--- config.mk ---
export PLATFORM = sky130hd
export DESIGN_NAME = ram_dp_resp_flat
export DESIGN_NICKNAME = d
export VERILOG_FILES = /design/src/rtl/ram_pkg.sv /design/src/rtl/ram_dp_resp_if.sv /design/src/rtl/ram_store.sv /design/src/rtl/ram_dp_resp.sv /design/src/flat_wrapper.sv
export SDC_FILE = /design/constraint.sdc
export NUM_CORES = 1
export LEC_CHECK = 0
export CAP_MARGIN = 15
export CORE_ASPECT_RATIO = 2
export CORE_MARGIN = 2
export CORE_UTILIZATION = 25
export DETAILED_ROUTE_END_ITERATION = 6
export PLACE_DENSITY = 0.5
export SYNTH_ARGS = -nofsm -noshare
export SYNTH_HDL_FRONTEND = slang
export SYNTH_SLANG_ARGS = --single-unit
--- constraint.sdc ---
create_clock -name clk -period 1.5 [get_ports clk]
set_input_delay 0.375 -clock clk [delete_from_list [all_inputs] [get_ports clk]]
set_output_delay 0.375 -clock clk [all_outputs]
set_load 0.05 [all_outputs]
--- src/rtl/ram_pkg.sv ---
// Shared types and sizes for the dual-port RAM responder.
// Used by the interface, the RAM store, the top and the bench.
package ram_pkg;
  localparam int DATA_WIDTH = 8;
  localparam int ADDR_WIDTH = 4;
  localparam int DEPTH = 2 ** ADDR_WIDTH;

  typedef logic [DATA_WIDTH-1:0] data_t;
  typedef logic [ADDR_WIDTH-1:0] addr_t;
endpackage

--- src/rtl/ram_dp_resp_if.sv ---
// RAM bus: cs/wen/ren/waddr/wdata/raddr from the driver (master),
// rdata/rvalid/rerr back from the responder (slave).
interface ram_if;
  import ram_pkg::*;

  logic  cs;
  logic  wen;
  logic  ren;
  addr_t waddr;
  data_t wdata;
  addr_t raddr;
  data_t rdata;
  logic  rvalid;
  logic  rerr;

  modport master (
    output cs, wen, ren,
    output waddr, wdata, raddr,
    input  rdata, rvalid, rerr
  );

  modport slave (
    input  cs, wen, ren,
    input  waddr, wdata, raddr,
    output rdata, rvalid, rerr
  );
endinterface

--- src/rtl/ram_store.sv ---
// Word storage plus per-entry written flags, async-cleared.
// Ports: clk, rst (active-low), we/waddr/wdata, raddr -> rd_data/rd_written.
module ram_store
  import ram_pkg::*;
(
  input  logic  clk,
  input  logic  rst,
  input  logic  we,
  input  addr_t waddr,
  input  data_t wdata,
  input  addr_t raddr,
  output data_t rd_data,
  output logic  rd_written
);

  data_t            mem [DEPTH];
  logic [DEPTH-1:0] written;

  always_ff @(posedge clk or negedge rst) begin
    if (!rst) begin
      for (int i = 0; i < DEPTH; i++) begin
        mem[i] <= '0;
      end
      written <= '0;
    end else if (we) begin
      mem[waddr]     <= wdata;
      written[waddr] <= 1'b1;
    end
  end

  assign rd_data    = mem[raddr];
  assign rd_written = written[raddr];

endmodule

--- src/rtl/ram_dp_resp.sv ---
// Simple-dual-port RAM responder with registered read, valid and
// never-written error strobe. Ports: clk, rst (active-low), bus (slave).
module ram_dp_resp
  import ram_pkg::*;
(
  input  logic clk,
  input  logic rst,
  ram_if.slave bus
);

  logic  wr;
  logic  rd;
  logic  hit;
  data_t mem_q;
  logic  wrt_q;

  assign wr  = bus.cs & bus.wen;
  assign rd  = bus.cs & bus.ren;
  assign hit = wr && (bus.waddr == bus.raddr);

  ram_store u_store (
    .clk        (clk),
    .rst        (rst),
    .we         (wr),
    .waddr      (bus.waddr),
    .wdata      (bus.wdata),
    .raddr      (bus.raddr),
    .rd_data    (mem_q),
    .rd_written (wrt_q)
  );

  // Write-first on collision: the incoming word is returned
  // and counts as written.
  always_ff @(posedge clk or negedge rst) begin
    if (!rst) begin
      bus.rdata  <= '0;
      bus.rvalid <= 1'b0;
      bus.rerr   <= 1'b0;
    end else begin
      bus.rvalid <= rd;
      bus.rerr   <= rd & ~(hit | wrt_q);
      if (rd) begin
        bus.rdata <= hit ? bus.wdata : mem_q;
      end
    end
  end

endmodule

--- src/flat_wrapper.sv ---
// flat-port wrapper written by rule: the top's interface ports become plain ports
module ram_dp_resp_flat import ram_pkg::*;
  (clk, rst, bus_cs, bus_wen, bus_ren, bus_waddr, bus_wdata, bus_raddr, bus_rdata, bus_rvalid, bus_rerr);
  ram_if bus_i ();
  input  logic clk;
  input  logic rst;
  input wire logic [$bits(bus_i.cs)-1:0] bus_cs;
  input wire logic [$bits(bus_i.wen)-1:0] bus_wen;
  input wire logic [$bits(bus_i.ren)-1:0] bus_ren;
  input wire logic [$bits(bus_i.waddr)-1:0] bus_waddr;
  input wire logic [$bits(bus_i.wdata)-1:0] bus_wdata;
  input wire logic [$bits(bus_i.raddr)-1:0] bus_raddr;
  output wire logic [$bits(bus_i.rdata)-1:0] bus_rdata;
  output wire logic [$bits(bus_i.rvalid)-1:0] bus_rvalid;
  output wire logic [$bits(bus_i.rerr)-1:0] bus_rerr;
  assign bus_i.cs = bus_cs;
  assign bus_i.wen = bus_wen;
  assign bus_i.ren = bus_ren;
  assign bus_i.waddr = bus_waddr;
  assign bus_i.wdata = bus_wdata;
  assign bus_i.raddr = bus_raddr;
  assign bus_rdata = bus_i.rdata;
  assign bus_rvalid = bus_i.rvalid;
  assign bus_rerr = bus_i.rerr;
  ram_dp_resp u_core (.clk(clk), .rst(rst), .bus(bus_i));
endmodule
==> flow_summary_export.csv <==
group,metric,value,unit
status,status,"finished with violations",
status,violations,"setup timing",
route,drt-wirelength-per-cell,20.6,um
synth,synth_edf_count,0,
global_routing,grt_usage,14.1,%
cells_and_area,diodes,0,
placement,dp_hpwl,14500,um
synth,synth_nets,489,
worst_hold_path,hold_class,"in2async",
synth,syn_inst,468,
cells_and_area,layout.nets,597,
floorplan,std_cell_rows,86,
floorplan,num_io_pins,31,
synth,muxShareOfSynthArea,30.9,%
setup_path,criticalPathCategory,"reg2reg",
placement,io_buffer_count,30,
cells_and_area,fin_area,9420,um^2
synth,ys_types,32,
floorplan,start_util,25.4,%
flow_run,maxCapViolCount,0,
synth,synthFlopType,"dfrtp_1",
route,drtIter0Drc,248,
power,powerDensity,1280,nW/um^2
cells_and_area,area_growth,35.1,%
sta,setup_viol,6,
route,avgViaCountPerCell,4.68,
floorplan,die_width,122,um
setup_path,cp.arrival,1.95,ns
clock_network,cts.path.max_buffers,2,
placement,pre_cts_slack,-0.734,ns
floorplan,fp.dieH,240,um
route,num_vias,4402,
global_routing,grt_pass1_vias,4848,
synth,synth_area_per_cell,14.9,um^2
synth,async_flop_share,100,%
synth,synth_seq_area_share,55.3,%
synth,synth.area.top_cells,"dfrtp_1 (55%), mux2_2 (18%), mux4_2 (6.8%), mux4_1 (5.7%), a22o_1 (2.0%)",
sta,max_freq,633,MHz
sta,rsz0062_at_grt,"true",
setup_path,critPathMaxFanout,2,
synth,synthXorXnorAreaFrac,0.503,%
global_routing,grt_overflow,0,
synth,synth_top_area_share,55.3,%
setup_path,start_kind,"flip-flop",
global_routing,grt_pass1_wl,29900,um
synth,yosys.area_share.simple,6.12,%
clock_network,h-tree-depth,4,
sta,drv_slew,0,
clock_network,numCtsBuffers,17,
route,firstDrtPassIters,4,
placement,placed_area,8730,um^2
power,peakVddDrop,0.554,mV
power,p_leak,4.14,nW
synth,synth_top_cells_by_count,"dfrtp_1 (154), mux2_2 (112), nand2_1 (28)",
clock_network,clk-insertion-delay-late,0.44,ns
synth,synth_compound_area_share,4.29,%
global_routing,grt_max_degree,34,
sta,tns,-0.197,ns
route,drtAntennaViolNets,0,
placement,gp_congestion,0.855,
synth,synthesis.area,6970,um^2
clock_network,tritoncts,"yes",
synth,yosys_warnings,0,
synth,synth_top_family_by_area,"multiplexers",
clock_network,cts_sinks,154,
floorplan,dieArea,29300,um^2
synth,synth_top_area_cell,"dfrtp_1",
global_routing,antenna_found_initial,0,
sta,worstMarginPinSlew,0.419,ns
sta,setup_ws,-0.0809,ns
sta,post-route-period-util,105,%
synth,ys_seq_elements,154,
sta,report.final.hold_viol_count,0,
clock_network,path_clk_slew,0.06,ns
synth,synth_fa_ha_area_share,0,%
sta,finalClockSkew,0.0113,ns
sta,fin_crit,1.58,ns
synth,yosysMostFrequentCell,"dfrtp_1",
setup_path,cp.required,1.87,ns
floorplan,core_area,27400,um^2
setup_path,endpoint_kind,"flip-flop",
route,routed_wl,19300,um
cells_and_area,drive_above_1_share,53.1,%
sta,slew_headroom,72.0,%
route,route.detailed.drc,0,
clock_network,clockRootBuffer,"clkbuf_16",
-- path summary, 6_finish.rpt --
kind | start | end | slack [ns] | cells after the start
max | u_core.u_store.written[13] | u_core.bus.rerr | -0.08 | 3
min | rst | u_core.u_store.mem[2] | 0.40 | 2
max reg2reg | u_core.u_store.written[13] | u_core.bus.rerr | -0.08 | 3
min reg2reg | u_core.u_store.written[8] | u_core.u_store.written[8] | 0.47 | 1
max in group asynchronous | rst | u_core.bus.rdata[2] | 0.57 | 3
min in group clk | u_core.u_store.written[8] | u_core.u_store.written[8] | 0.47 | 1
-- what timing repair did --
| item | 4_1_cts | 5_1_grt |
|---|---|---|
| gates resized for setup | 34 | 10 |
| setup endpoints to repair | 141 | 17 |
| pin swaps | 21 | 7 |
| gates cloned | 1 | 0 |
| hold endpoints to repair | 24 | 0 |
| hold buffers | 1 | 0 |
| setup buffers | 10 | 2 |
-- worst max-delay path: stages, from the launching register on --
cell,delay [ns]
dfrtp_1,0.40
mux4_2,0.52
mux4_2,0.50
nor2_2,0.09
-- logic make-up (layout without fill, tap and decap cells) --
| kind of cell | count (synthesis) | count (layout) |
|---|---|---|
| flops | 154 | 154 |
| compound gates | 41 | 42 |
| simple gates | 82 | 82 |
| mux | 149 | 149 |
| xor+xnor | 4 | 4 |
| buf+inv | 38 | 158 |
-- through the flow --
step / utilization (%) / instances / hold slack (ns) / power, mW
after detailed placement: 31.8 / 895 / 0.295 / 8.03
after floorplan: - / 468 / 0.0794 / 6.95
after CTS: 34.3 / 939 / 0.398 / 12.1
after global placement: 31.8 / 895 / 0.293 / 7.93
final: 34.3 / 941 / 0.399 / 12.0
after global routing: 34.3 / 941 / 0.435 / 12.5
-- power breakdown --
| part | leakage [nW] | internal, mW | switching (mW) | total [mW] |
|---|---|---|---|---|
| logic | 1.93 | 1.53 | 1.04 | 2.57 |
| clock network | 0.255 | 2.14 | 1.86 | 4.00 |
| registers | 1.95 | 4.97 | 0.486 | 5.46 |
-- sequential cells by signal, indices dropped and copies added, names as in the netlist --
name                    count
u_core.bus.rerr             1
u_core.u_store.mem        128
u_core.bus.rvalid           1
u_core.u_store.written     16
u_core.bus.rdata            8
-- layout by cell type (no fill, tap or decap), types with 2 or more instances in the layout --
cell | netlist | routed
inv_1 | 9 | 9
dfrtp_1 | 154 | 154
nor2b_2 | 0 | 2
dlygate4sd2_1 | 0 | 6
clkbuf_16 | 0 | 17
o21ai_1 | 0 | 16
buf_2 | 3 | 2
mux2_2 | 112 | 72
nor2_2 | 9 | 6
clkdlybuf4s50_1 | 0 | 9
inv_6 | 0 | 6
clkinvlp_4 | 0 | 4
mux4_1 | 15 | 2
or4_1 | 2 | 2
nand2_1 | 28 | 28
nand2b_4 | 0 | 2
xor2_1 | 3 | 3
a22o_1 | 16 | 16
buf_6 | 4 | 11
nand3b_1 | 2 | 2
nor2_1 | 11 | 7
clkinv_4 | 0 | 3
buf_4 | 2 | 49
buf_12 | 1 | 38
o221ai_1 | 8 | 8
or2_2 | 11 | 11
nand2b_1 | 9 | 7
mux4_2 | 21 | 34
mux2_4 | 0 | 40
nor2_4 | 0 | 7
-- routing by layer --
metal  GRT usage [%]  routed length [um]  vias up
met5               0                   0        -
met3            2.78                 519       27
met4            7.31                 776        0
met2            26.3               11000      100
met1            14.5                7070     2331
li1                -                   -     1944
-- final cells by class --
cell class                      count  area (um^2)
Fill cell                        2628        18000
Clock inverter                     14          114
Clock buffer                       18          429
Timing Repair Buffer              117         1420
Tap cell                          352          440
Inverter                            9         33.8
Sequential cell                   154         3850
Multi-Input combinational cell    277         3120
Power figures use the tool's default switching activity.
